### src/rtl/bitstream_decoder.sv
// Windowed stochastic-bitstream decoder: counts ones per channel over 2^WINDOW_LOG2 cycles.
// Optional bipolar output encoding is enabled with `define BITSTREAM_DECODER_BIPOLAR_EN.
module bitstream_decoder #(
    parameter int CHANNELS      = 3,
    parameter int WINDOW_LOG2   = 8,
    parameter int SETTLE_CYCLES = 4
) (
    input  logic                clk,
    input  logic                rst,
    input  logic                start,
    input  logic [CHANNELS-1:0] x,
    output logic [31:0]         value [CHANNELS],
    output logic                valid,
    input  logic                ready,
    output logic                busy,
    output logic [1:0]          dbg_state
);

    // valid/ready: value is transferred on any edge where valid && ready; valid then
    // drops on that edge and value is held until the next measurement latches.
    typedef enum logic [1:0] {
        IDLE   = 2'd0,
        SETTLE = 2'd1,
        ACCUM  = 2'd2,
        HOLD   = 2'd3
    } state_t;

    localparam int SW = (SETTLE_CYCLES > 1) ? $clog2(SETTLE_CYCLES) : 1;
    localparam logic [SW-1:0] SETTLE_LAST = SW'((SETTLE_CYCLES > 0) ? SETTLE_CYCLES - 1 : 0);
    localparam logic [WINDOW_LOG2-1:0] WIN_LAST = '1;
    localparam state_t START_STATE = (SETTLE_CYCLES > 0) ? SETTLE : ACCUM;

    state_t                 state_q, state_d;
    logic [SW-1:0]          settle_cnt;
    logic [WINDOW_LOG2-1:0] win_cnt;
    logic [WINDOW_LOG2:0]   ones_cnt  [CHANNELS];
    logic [WINDOW_LOG2:0]   ones_next [CHANNELS];
    logic                   launch;
    logic                   last_sample;

    function automatic logic [31:0] to_value(input logic [WINDOW_LOG2:0] c);
`ifdef BITSTREAM_DECODER_BIPOLAR_EN
        to_value = (32'(c) << 1) - (32'd1 << WINDOW_LOG2);
`else
        to_value = 32'(c);
`endif
    endfunction

    always_ff @(posedge clk or posedge rst) begin
        if (rst) state_q <= IDLE;
        else     state_q <= state_d;
    end

    always_comb begin
        state_d     = state_q;
        launch      = 1'b0;
        last_sample = 1'b0;
        case (state_q)
            IDLE: begin
                if (start) begin
                    launch  = 1'b1;
                    state_d = START_STATE;
                end
            end
            SETTLE: begin
                if (settle_cnt == SETTLE_LAST) state_d = ACCUM;
            end
            ACCUM: begin
                if (win_cnt == WIN_LAST) begin
                    last_sample = 1'b1;
                    state_d     = HOLD;
                end
            end
            HOLD: begin
                // A start on the handshake edge chains straight into the next measurement.
                if (ready) begin
                    if (start) begin
                        launch  = 1'b1;
                        state_d = START_STATE;
                    end else begin
                        state_d = IDLE;
                    end
                end
            end
            default: state_d = IDLE;
        endcase
    end

    always_comb begin
        for (int i = 0; i < CHANNELS; i++) begin
            ones_next[i] = ones_cnt[i] + {{WINDOW_LOG2{1'b0}}, x[i]};
        end
    end

    always_ff @(posedge clk or posedge rst) begin
        if (rst) begin
            settle_cnt <= '0;
            win_cnt    <= '0;
            for (int i = 0; i < CHANNELS; i++) begin
                ones_cnt[i] <= '0;
                value[i]    <= '0;
            end
        end else if (launch) begin
            settle_cnt <= '0;
            win_cnt    <= '0;
            for (int i = 0; i < CHANNELS; i++) ones_cnt[i] <= '0;
        end else begin
            if (state_q == SETTLE) settle_cnt <= settle_cnt + SW'(1);
            if (state_q == ACCUM) begin
                win_cnt <= win_cnt + WINDOW_LOG2'(1);
                for (int i = 0; i < CHANNELS; i++) ones_cnt[i] <= ones_next[i];
            end
            // The final sample is folded in directly so the window is exactly 2^W samples.
            if (last_sample) begin
                for (int i = 0; i < CHANNELS; i++) value[i] <= to_value(ones_next[i]);
            end
        end
    end

    assign valid     = (state_q == HOLD);
    assign busy      = (state_q == SETTLE) || (state_q == ACCUM);
    assign dbg_state = state_q;

endmodule

### config.mk
export PLATFORM = sky130hd
export DESIGN_NAME = bitstream_decoder
export DESIGN_NICKNAME = d
export VERILOG_FILES = /design/src/rtl/bitstream_decoder.sv
export SDC_FILE = /design/constraint.sdc
export NUM_CORES = 1
export LEC_CHECK = 0
export ABC_AREA = 1
export CAP_MARGIN = 20
export CELL_PAD_IN_SITES_DETAIL_PLACEMENT = 1
export CELL_PAD_IN_SITES_GLOBAL_PLACEMENT = 2
export CORE_MARGIN = 8
export CORE_UTILIZATION = 27
export CTS_CLUSTER_SIZE = 40
export DETAILED_ROUTE_END_ITERATION = 10
export PLACE_DENSITY_LB_ADDON = 0.25
export SLEW_MARGIN = 20
export SYNTH_ARGS = -nofsm -noshare
export SYNTH_HDL_FRONTEND = slang
export SYNTH_SLANG_ARGS = --single-unit
export TNS_END_PERCENT = 100
### constraint.sdc
create_clock -name clk -period 3.3 [get_ports clk]
set_input_delay 0.99 -clock clk [delete_from_list [all_inputs] [get_ports clk]]
set_output_delay 0.99 -clock clk [all_outputs]
set_load 0.005 [all_outputs]
==> key figures <==
Status
  • Outcome: complete, no violations

CTS
  • CTS Root Buffer Type: clkbuf_16
  • Clock sinks: 66
  • Clk_lat worst skew: 0.33 ns
  • CTS resizes: 0
  • H-Tree Depth: 3
  • Longest Clk Path Bufs: 2
  • CTS tree: built
  • Num CTS Buffers: 9
  • Hold Buf Count CTS: 0
  • Clock slew seen by the registers of the worst setup and hold paths: 0.06 ns
  • Post-CTS setup buffer count: 0

STA
  • Slew HR: 0.472
  • Final setup skew: 0.00566 ns
  • Final Setup Violations: 0
  • Slew Limit Fails: 0
  • Worst-margin pin slew: 0.790 ns
  • Period minus WS final: 2.75 ns
  • RSZ-0062 raised after global routing: no
  • Setup TNS: 0 ns
  • Final Hold Vio Count: 0
  • Hold WS: 0.499 ns
  • Fmax: 364 MHz
  • Final Cycle Share: 0.832

Global routing
  • First-pass GRT wire length: 16.8 mm
  • Overall Global Routing Usage: 0.112
  • Initial antenna violation count: 0
  • Vias in the first global route: 3431
  • Largest net degree at the start of global routing: 67
  • Grt total ovfl: 0

Final layout
  • Final net count: 583
  • Register area: 1650 sq um
  • Final instance area: 4570 sq um
  • Antenna diodes: 0
  • Share of cells above drive strength 1: 0.0405
  • Area of the multi-input gates: 1820 sq um
  • Fillers: 1836
  • Area Overhead vs Synth: 14.3%

Route
  • Starting DRC count in detailed routing: 108
  • DR pass1 iterations: 4
  • Post-Route WL: 10.1 mm
  • Vias/cell: 4.23
  • Vias: 3183
  • DR DRC count: 0
  • Detail Route Antenna Nets: 0
  • DR WL/cell: 13.4 um

Setup path
  • Worst Reg2Reg Path Length in Cells: 7
  • Critical path capture point type: output port
  • WP data required: 2.31 ns
  • CP max FO: 6
  • Worst setup path class: register to output port
  • CP Launch Type: register
  • R2R Path Start: win_cnt[0]
  • CP arrival: 1.76 ns
  • R2r endpoint: value[70]
  • R2R setup slack: 1.27 ns

Place
  • Gpl congestion: 0.724
  • Placed cell area: 4290 sq um
  • I/O Buffers: 37
  • Detailed Place HPWL: 7.17 mm

Synthesis
  • Post-synth cell types: 19
  • Post-synth top area share: 0.413
  • Synth area leaders: dfrtp_1 41%, nand2_1 17%, buf_4 13%, nand3_1 5.8%, inv_1 4.1%
  • Area leader, netlist: dfrtp_1
  • Synth Cell Area: 4000 sq um
  • Syn avg cell area: 7.58 sq um
  • Sequential-to-total area share from yosys stat: 0.413
  • Post-synthesis cell count: 528
  • Synth Register Bits: 66
  • Yosys warns: 0

Floorplanning
  • Row cnt: 44
  • Die Y: 138 um
  • Die W: 138 um
  • Core Area: 14500 sq um
  • Die ar.: 19000 sq um
  • Initial Utilization: 0.275
  • Top Ports: 107

Power and ir drop
  • Pleak: 2.41 nW
  • Pwr dens: 589 nW/um^2
  • Worst VDD drop: 0.235 mV

Worst hold path
  • Min-Delay Path Class: register to register
  • WHS Path Cells: 2
  • Hold path start: value[0]
  • Hold path endpoint: value[0]

Job
  • # Max-Cap Violations: 0
==> per-stage QoR <==
stage | total power [mW] | utilization | worst slack [ns] | cells
final | 2.69 | 0.315 | 0.553 | 752
after global placement | 1.77 | 0.295 | 0.623 | 736
after floorplan | 1.59 | - | 0.655 | 596
after global routing | 2.88 | 0.315 | 0.428 | 752
after CTS | 2.74 | 0.315 | 0.512 | 752
after detailed placement | 1.80 | 0.295 | 0.586 | 736
==> how the worst max path moves through the flow <==
| stage | startpoint | end | slack (ns) | cells after the start |
|---|---|---|---|---|
| finish | dbg_state[0] | busy | 0.55 | 3 |
| global route | dbg_state[0] | busy | 0.43 | 3 |
| CTS | dbg_state[0] | busy | 0.51 | 3 |
| detailed placement | x[2] | value[8] | 0.59 | 10 |
| global placement | x[1] | value[40] | 0.62 | 10 |
| floorplan | rst | dbg_state[0] | 0.66 | 1 |
==> cell usage after synthesis <==
| cell type | instances |
|---|---|
| xor2_1 | 5 |
| nor2_8 | 1 |
| nand3_1 | 46 |
| dfrtp_1 | 66 |
| nand2_4 | 1 |
| nor2_1 | 26 |
| clkbuf_1 | 7 |
| conb_1 | 1 |
| a21oi_1 | 6 |
| inv_1 | 44 |
| o21bai_1 | 12 |
| buf_6 | 4 |
| nand4_1 | 3 |
| buf_4 | 69 |
| o21ai_0 | 32 |
| ha_1 | 13 |
| nand2_1 | 185 |
| inv_2 | 1 |
| buf_2 | 6 |
==> per-layer routing <==
layer,track usage,routed length [um]
met5,0,0
met4,0.0501,192
met3,0.0244,512
met2,0.174,4520
met1,0.144,4850
==> flip-flops by register name (all words and copies together), names as in the netlist <==
| name | cells |
|---|---|
| win_cnt | 8 |
| value | 27 |
| settle_cnt | 2 |
| dbg_state | 2 |
| ones_cnt | 27 |
==> logic make-up (layout without fill, tap and decap cells) <==
group,count (synthesis),in the layout,synth area share
simple gates,262,262,0.268
buf+inv,131,103,0.197
flops,66,66,0.413
other cells,1,69,0.000937
compound gates,50,50,0.0700
xor+xnor,5,5,0.0109
fa+ha+maj,13,13,0.0406
==> final cells by class <==
class / instances / share of cell area
multi-input combinational: 399 / 0.398
sequential: 66 / 0.361
timing repair buffer: 42 / 0.0919
clock buffer: 14 / 0.0599
tap: 184 / 0.0503
inverter: 45 / 0.0369
clock inverter: 2 / 0.00219
==> placed cells by master (no fill, tap or decap), types with 12 or more instances in the layout <==
| master | instances |
|---|---|
| clkdlybuf4s50_1 | 37 |
| conb_1 | 69 |
| dfrtp_1 | 66 |
| ha_1 | 13 |
| inv_1 | 43 |
| nand2_1 | 185 |
| nand3_1 | 46 |
| nor2_1 | 26 |
| o21ai_0 | 32 |
| o21bai_1 | 12 |
==> critical path, cell delays in order, from the launching register on <==
cell and delay [ns]:
dfrtp_1 0.44, inv_1 0.13, ha_1 0.35, clkdlybuf4s50_1 0.52
==> where the power goes <==
group | internal [mW] | switching (mW) | total (mW) | leakage [nW]
Sequential | 0.899 | 0.0969 | 0.996 | 0.872
Combinational | 0.248 | 0.526 | 0.774 | 1.40
Clock | 0.568 | 0.355 | 0.923 | 0.143
Power figures use the tool's default switching activity.
